$ cat config.mk
export PLATFORM = sky130hd
export DESIGN_NAME = user_seq_capture
export DESIGN_NICKNAME = d
export VERILOG_FILES = /design/src/rtl/user_seq_capture.sv
export SDC_FILE = /design/constraint.sdc
export NUM_CORES = 1
export LEC_CHECK = 0
export ABC_AREA = 1
export CAP_MARGIN = 20
export CORE_ASPECT_RATIO = 0.8
export CORE_MARGIN = 5
export CORE_UTILIZATION = 53
export DETAILED_ROUTE_END_ITERATION = 10
export GPL_ROUTABILITY_DRIVEN = 0
export PLACE_DENSITY = 0.87
export SYNTH_ARGS = -nofsm -noshare
export SYNTH_HDL_FRONTEND = slang
export SYNTH_SLANG_ARGS = --single-unit
$ cat constraint.sdc
create_clock -name CLOCK_50 -period 1.6 [get_ports CLOCK_50]
set_input_delay 0.24 -clock CLOCK_50 [delete_from_list [all_inputs] [get_ports CLOCK_50]]
set_output_delay 0.24 -clock CLOCK_50 [all_outputs]
set_load 0.01 [all_outputs]
$ cat src/rtl/user_seq_capture.sv
// Captures N_ENTRIES player values from SW on enter-key presses and scores them against seq_fpga.
// Press-to-output latency 3 cycles; no backpressure; presses outside CAPTURE are dropped.
module user_seq_capture #(
  parameter int N_ENTRIES      = 4,
  parameter int W              = 4,
  parameter int TIMEOUT_CYCLES = 250_000_000
) (
  input  logic                           CLOCK_50,
  input  logic                           reset,
  input  logic                           start,
  input  logic                           enter_n,
  input  logic [W-1:0]                   SW,
  input  logic [N_ENTRIES*W-1:0]         seq_fpga,
  output logic [N_ENTRIES*W-1:0]         seq_user,
  output logic [$clog2(N_ENTRIES+1)-1:0] count,
  output logic                           busy,
  output logic                           end_User,
  output logic                           match,
  output logic                           end_time
);

  localparam int CW = $clog2(N_ENTRIES+1);
  localparam int TW = (TIMEOUT_CYCLES > 1) ? $clog2(TIMEOUT_CYCLES) : 1;
  localparam logic [TW-1:0] T_LAST = TW'(TIMEOUT_CYCLES-1);
  localparam logic [CW-1:0] C_LAST = CW'(N_ENTRIES-1);

  typedef enum logic [1:0] {IDLE, CAPTURE, DONE, TIMEOUT} state_t;

  state_t                 state;
  logic                   s1, s2, s3;
  logic                   press_q;
  logic [TW-1:0]          timer;
  logic [N_ENTRIES*W-1:0] next_seq;
  logic                   last_press;

  assign next_seq   = {seq_user[(N_ENTRIES-1)*W-1:0], SW};
  assign last_press = press_q && (count == C_LAST);

  always_ff @(posedge CLOCK_50) begin
    if (!reset) begin
      state    <= IDLE;
      s1       <= 1'b1;
      s2       <= 1'b1;
      s3       <= 1'b1;
      press_q  <= 1'b0;
      timer    <= '0;
      seq_user <= '0;
      count    <= '0;
      busy     <= 1'b0;
      end_User <= 1'b0;
      match    <= 1'b0;
      end_time <= 1'b0;
    end else begin
      s1      <= enter_n;
      s2      <= s1;
      s3      <= s2;
      // Registered falling-edge pulse: one cycle per key press, however long it is held.
      press_q <= s3 & ~s2;

      if (start) begin
        state    <= CAPTURE;
        busy     <= 1'b1;
        timer    <= '0;
        seq_user <= '0;
        count    <= '0;
        end_User <= 1'b0;
        match    <= 1'b0;
        end_time <= 1'b0;
      end else if (state == CAPTURE) begin
        timer <= timer + 1'b1;
        if (press_q) begin
          seq_user <= next_seq;
          count    <= count + 1'b1;
        end
        // A completing press on the final timer cycle takes priority over the timeout.
        if (last_press) begin
          state    <= DONE;
          busy     <= 1'b0;
          end_User <= 1'b1;
          match    <= (next_seq == seq_fpga);
        end else if (timer == T_LAST) begin
          state    <= TIMEOUT;
          busy     <= 1'b0;
          end_time <= 1'b1;
        end
      end
    end
  end

endmodule
==> summary.md, run 1 <==
| Metric | Value |
|---|---|
| Status | finished, final reports clean |
| Critical path depth in cells | 1 |
| Most used DFF post-synth | dfxtp_1 |
| Root buffer cell | clkbuf_8 |
| Setup violations, final | 0 |
| CTS Buffer Depth | 2 |
| Worst Tran Pin Value | 376 ps |
| H-tree levels | 3 |
| Syn Nets | between 400 and 500 |
| Die width | 91.3 um |
| RSZ-0062 raised after global routing | yes |
| Hold path startpoint | s3$_SDFF_PN1_ |
| Critical setup path kind | reg2out |
| Final Hold Viols | 0 |
| Fillers | 391 |
| Setup crit start kind | flop |
| Share of cells above drive strength 1 | between 10% and 20% |
| # nets final | between 500 and 600 |
| Pre-CTS setup slack | roughly 23 ps |
| TritonCTS buffer count | 9 |
| Yosys cell types | 33 |
| Ys async rst share | 0% |
| Clock slew at reported path FFs | 70 ps |
| Synthesized area | 2800 sq um |
| Min-delay worst type | reg2reg |
| Required time worst endpoint | around 1400 ps |
| Via count | 2821 |
| Tmin final | ~1600 ps |
| DP HPWL | ~5.2 mm |
| TritonRoute pass-1 iters | 7 |
| Max-slew headroom | between 70% and 80% |
| Worst vdd ir | about 0.00086 V |
| Sw power | around 0.00071 W |
| # rows | 23 |
| GR Layer Usage met1 | about 28% |
| Gr ovfl total | 0 |
| WHS Path Cells | 2 |
| CP max stage delay | 570 ps |
| Switching portion of total power | a little under a quarter |
| Avg Inst Size Synth | about 6.9 sq um |
| Crit path launch | seq_user[9]$_SDFFE_PP0P_ |
| CP arrival | approximately 1300 ps |
| Post-route design area | ~3700 sq um |
| First-pass GRT wire length | between 10 and 15 mm |
| Internal Pwr Total | around 0.0023 W |
| Initial core utilization | around 55% |
| Final total power | 0.00301 W |
| I/O pin count | 47 |
| Setup TNS Final | 0 ps |
| Fin crit share | a little over nine tenths |
| Fin. max-slew vios | 0 |
| Top-count cell post-synth | nand2_1 |
| Critical path's slowest cell | clkdlybuf4s50_1 |
| Drt initial violations | roughly 280 |
| WL per Instance | 13.5 um |
| Buffers & Inverters on Critical Path | 1 |
| Cell Area, Placed | 3380 sq um |
| Clock Sinks | between 50 and 60 |
| Synthesized flop and latch total | 57 |
| Worst Setup End Kind | primary output |
| Combinational Power Share | roughly 6.7% |
| Leak pwr | about 1.5 nW |
| # Max-Cap Violations | 0 |
| Hold endpoint | press_q$_SDFF_PN0_ |
| CP delay by family, top | buffers and inverters |
| R2R Path End | seq_user[15]$_SDFFE_PP0P_ |
| GR met2 Demand/Resource | ~36% |
| Worst R2R Start | state[1]$_SDFFE_PP0P_ |
| Post-synth EDFFs | 0 |
| Synth top cells by count | 78 x nand2_1, 67 x nor2_1, 57 x dfxtp_1, 54 x inv_1, 37 x o21ai_0 |
| Top post-synthesis cells by area | dfxtp_1 41%, nand2_1 10%, nor2_1 9.0% |
| Drt via density | ~5.2 |
| Post-route antenna net violation count | 0 |
| Post-synth top area share | between 40% and 50% |
| FF-to-FF setup slack | around 40 ps |
| Die height | about 75 um |
| Total global routing track utilization | roughly 22% |
| Sequential element share of the synthesized area | between 40% and 50% |
| Antenna diode count | 0 |
| Clock power frac | 45.6% |
| Final setup skew | roughly 8 ps |
| Syn Inst Count | 408 |
| Worst r2r path cells | 8 |
| Initial antenna violation count | 0 |
| YS warnings | 0 |
| Leading area contributor after synthesis | dfxtp_1 |
| Busiest layer in global routing | met2 |
| Total core area | between 5000 and 6000 sq um |
| Max Clock Freq | 0.639 GHz |
| Clk_lat worst skew | 350 ps |
| Fin util | 72.9% |
| Vias in the first global route | about 2600 |
| Flop pwr share | 47.7% |
| Crit-path cells | clkdlybuf4s50_1 |
| M3 GR Usage | between 7 and 8% |
| Die area | between 6000 and 7000 sq um |
| Final worst slack | ~35 ps |
| Drt drc | 0 |
| I/O Buffers | 46 |
| Largest net degree at the start of global routing | 28 |
| Syn-to-layout area delta | 31.8% |
| Routed WL | 7.31 mm |
| CTS tree | yes |
| Power per cell area | roughly 820 nW/um^2 |
| Max FO, Critical Path | 4 |
| Cts hold-fix bufs | 0 |
-- cells in the final DEF, fill, tap and decap left out, drive strengths merged --
cell / n
a211oi: 1
a21oi: 26
a31oi: 1
and3: 1
buf: 18
bufinv: 1
clkbuf: 10
clkdlybuf4s50: 45
clkinv: 3
clkinvlp: 5
dfxtp: 57
dlymetal6s2s: 1
ha: 3
inv: 57
nand2: 82
nand3: 18
nand4: 7
nor2: 75
nor3: 13
nor3b: 1
o21a: 1
o21ai: 38
o22ai: 1
or2: 3
xnor2: 2
xor2: 10
-- metal layers --
layer,vias to the layer above,wire length (um)
met2,105,3430
met5,-,0
met3,12,478
met1,1277,3290
li1,1427,-
met4,0,114
-- stage by stage --
stage,hold WS (ps),std cells
floorplan,347,408
global placement,396,517
detailed placement,402,517
CTS,413,533
global route,449,542
finish,411,542
-- area by class of cell --
class / count / area, sq um / area share, %
Timing Repair Buffer: 64 / 614 / 16.6
Clock buffer: 10 / 138 / 3.73
Sequential cell: 57 / 1150 / 31.1
Clock inverter: 6 / 66.3 / 1.80
Multi-Input combinational cell: 283 / 1410 / 38.3
Inverter: 59 / 226 / 6.13
Tap cell: 62 / 77.6 / 2.10
Timing Repair inverter: 1 / 7.51 / 0.203
-- cells by family after synthesis --
family                     after synthesis  synth area share [%]
DFF                                     57                  40.7
AOI/OAI and AO/OA                       68                  12.4
buffers and inverters                   68                  9.56
and+or+nand+nor                        200                  32.2
xor gates and xnor gates                12                  3.75
adders and majority gates                3                  1.34
-- state kept, by name (all words and copies together) (netlist names) --
signal	count
state	2
s2	1
match	1
end_User	1
busy	1
press_q	1
count	3
end_time	1
s3	1
s1	1
timer	28
seq_user	16
-- repair_timing --
action / 4_1_cts / 5_1_grt
gates resized for setup: 0 / 14
setup endpoints to repair: 0 / 28
hold endpoints to repair: 0 / 0
buffers inserted: 0 / 8
-- worst max path at each step --
stage,to,slack [ps]
5_1_grt,seq_user[15]$_SDFFE_PP0P_,-40
4_1_cts,seq_user[11],2
6_report,seq_user[9],30
3_5_place_dp,seq_user[2]$_SDFFE_PP0P_,20
2_1_floorplan,timer[16]$_SDFFE_PP0P_,230
3_3_place_gp,timer[4]$_SDFFE_PP0P_,100
-- power by group through the flow --
| stage | logic [W] | clock network (W) | registers (W) |
|---|---|---|---|
| floorplan | 0.0000881 | 0 | 0.00147 |
| global placement | 0.000185 | 0 | 0.00147 |
| detailed placement | 0.000191 | 0 | 0.00147 |
| CTS | 0.000193 | 0.00139 | 0.00144 |
| global route | 0.000220 | 0.00146 | 0.00144 |
| finish | 0.000202 | 0.00137 | 0.00144 |
(Power assumes the default switching activity.)
==> run 2, diff against run 1 <==
Settings changed: CAP_MARGIN 20 to not set.
==> results of run 2 <==
No change in the layout: final DEF, timing and power equal those of run 1.
==> run 3, diff against run 2 <==
Settings changed: SETUP_SLACK_MARGIN set to 0.02.
==> summary.md, run 3 (same netlist as run 1, synthesis figures left out) <==
| Metric | Value |
|---|---|
| Required time worst endpoint | 1830 ps (+470 ps) |
| Area of the multi-input gates | 1430 sq um (+1.4%) |
| First-pass GRT wire length | 11.9 mm (unchanged) |
| CP arrival | 1770 ps (+440 ps) |
| I/O Buffers | 46 (unchanged) |
| Via count | 2835 (+0.50%) |
| CTS Buffer Depth | 2 (unchanged) |
| Min-delay worst type | reg2reg |
| FF/Latch Area | 1150 sq um (+0.11%) |
| Final Hold Viols | 0 (unchanged) |
| Worst vdd ir | 0.000861 V (about the same) |
| Post-route design area | 3710 sq um (+0.51%) |
| TritonCTS buffer count | 9 (unchanged) |
| Max Clock Freq | 0.649 GHz (+1.6%) |
| Biggest register | timer |
| Clk_lat worst skew | 350 ps (about the same) |
| Most frequent cells in the layout | 77 x nand2_1, 65 x nor2_1, 52 x inv_1 |
| Status | finished, final reports clean |
| Setup violations, final | 0 (unchanged) |
| Setup crit start kind | flop |
| Clock Sinks | 57 (unchanged) |
| Worst Tran Pin Value | 377 ps (+1.18 ps) |
| Max FO, Critical Path | 5 (+1) |
| Syn-to-layout area delta | 32.5% |
| DP HPWL | 5.17 mm (unchanged) |
| # nets final | 502 (unchanged) |
| Fin. max-slew vios | 0 (unchanged) |
| Fillers | 383 (-2.0%) |
| Die area | 6850 sq um (unchanged) |
| Final total power | 0.00301 W (about the same) |
| Initial core utilization | 55.3% (unchanged) |
| Share of cells above drive strength 1 | 15.4% (+0.83 points) |
| Routed WL | 7.36 mm (+0.68%) |
| I/O pin count | 47 (unchanged) |
| # Max-Cap Violations | 0 (unchanged) |
| TritonRoute pass-1 iters | 8 (+1) |
| Root buffer cell | clkbuf_8 |
| Initial antenna violation count | 0 (unchanged) |
| Max reg flops | 28 (unchanged) |
| Pre-CTS setup slack | 22.6 ps (unchanged) |
| Clock slew at reported path FFs | 70 ps (about the same) |
| H-tree levels | 3 (unchanged) |
| Largest net degree at the start of global routing | 28 (unchanged) |
| Die height | 75.0 um (unchanged) |
| Drt via density | 5.23 (+0.50%) |
| # rows | 23 (unchanged) |
| Post-route antenna net violation count | 0 (unchanged) |
| Cell Area, Placed | 3380 sq um (unchanged) |
| Total core area | 5060 sq um (unchanged) |
| Max-slew headroom | 74.8% (-0.079 points) |
| Antenna diode count | 0 (unchanged) |
| WL per Instance | 13.6 um (+0.68%) |
| Power per cell area | 811 nW/um^2 (-0.56%) |
| Commonest non-fill, non-tap cell in the layout | nand2_1 |
| Gr ovfl total | 0 (unchanged) |
| Tmin final | 1540 ps (-24.4 ps) |
| Leak pwr | 1.50 nW (+1.5%) |
| Fin crit share | 96.3% (-1.5 points) |
| Final hold slack | 411 ps (-0.221 ps) |
| Final worst slack | 59.2 ps (+24.4 ps) |
| Worst Setup End Kind | flop |
| Drt drc | 0 (unchanged) |
| Drt initial violations | 272 (-2.2%) |
| Die width | 91.3 um (unchanged) |
| Vias in the first global route | 2606 (unchanged) |
| Critical setup path kind | reg2reg |
| CTS tree | yes |
| Final setup skew | 7.82 ps (-0.157 ps) |
| Total global routing track utilization | 22.1% (unchanged) |
| Top Registers | timer (28), seq_user (16), count (3) |
[run 3: worst max-delay path: stages (launching register included)]
cell and delay, ps:
dfxtp_2 380, ha_4 150, nand3_2 90, inv_1 80, nand2_1 80, nor2_4 190
nand2_2 90, nor2_4 120, xor2_1 180, nor2_1 60
[run 3: final timing paths]
check	start	endpoint	slack [ps]	cells past startpoint
setup reg to reg	timer[0]$_SDFFE_PP0P_	timer[16]$_SDFFE_PP0P_	60	9
hold reg to reg	s3$_SDFF_PN1_	press_q$_SDFF_PN0_	410	2
setup / recovery	timer[0]$_SDFFE_PP0P_	timer[16]$_SDFFE_PP0P_	60	9
hold / removal	s3$_SDFF_PN1_	press_q$_SDFF_PN0_	410	2
[run 3: through the flow]
step                TNS (ps)  instances  util [%]
global placement           0        517      66.8
floorplan                  0        408         -
CTS                        0        533      70.8
global route           -3.19        542      73.3
finish                     0        542      73.3
detailed placement         0        517      66.8
[run 3: power breakdown]
| part | total [W] | switching (W) | leakage, nW | internal, W |
|---|---|---|---|---|
| clock | 0.00137 | 0.000607 | 0.0949 | 0.000762 |
| combinational | 0.000203 | 0.0000951 | 0.942 | 0.000108 |
| sequential | 0.00144 | 0.00000860 | 0.464 | 0.00143 |
| total | 0.00301 | 0.000711 | 1.50 | 0.00230 |
[run 3: layer usage]
layer	up-vias	global-route usage, %	wire [um]
li1	1429	-	-
met1	1269	28.1	3260
met2	120	36.0	3500
met3	17	7.19	482
met4	0	7.65	119
met5	-	0	0
[run 3: area by class of cell]
cell class | instances | area share [%]
clock buffers | 10 | 3.71
clock inverters | 6 | 1.79
inverters | 59 | 6.10
multi-input cells | 283 | 38.6
flip-flops and latches | 57 | 31.0
well taps | 62 | 2.09
repair buffers | 64 | 16.5
repair inverters | 1 | 0.202
[run 3: repair_timing]
item                       CTS  global route
cloned                       0             1
gates resized for setup      2            19
pin swaps                    0             3
hold buffers                 0             0
setup endpoints to repair    2            36
setup buffers                0             8
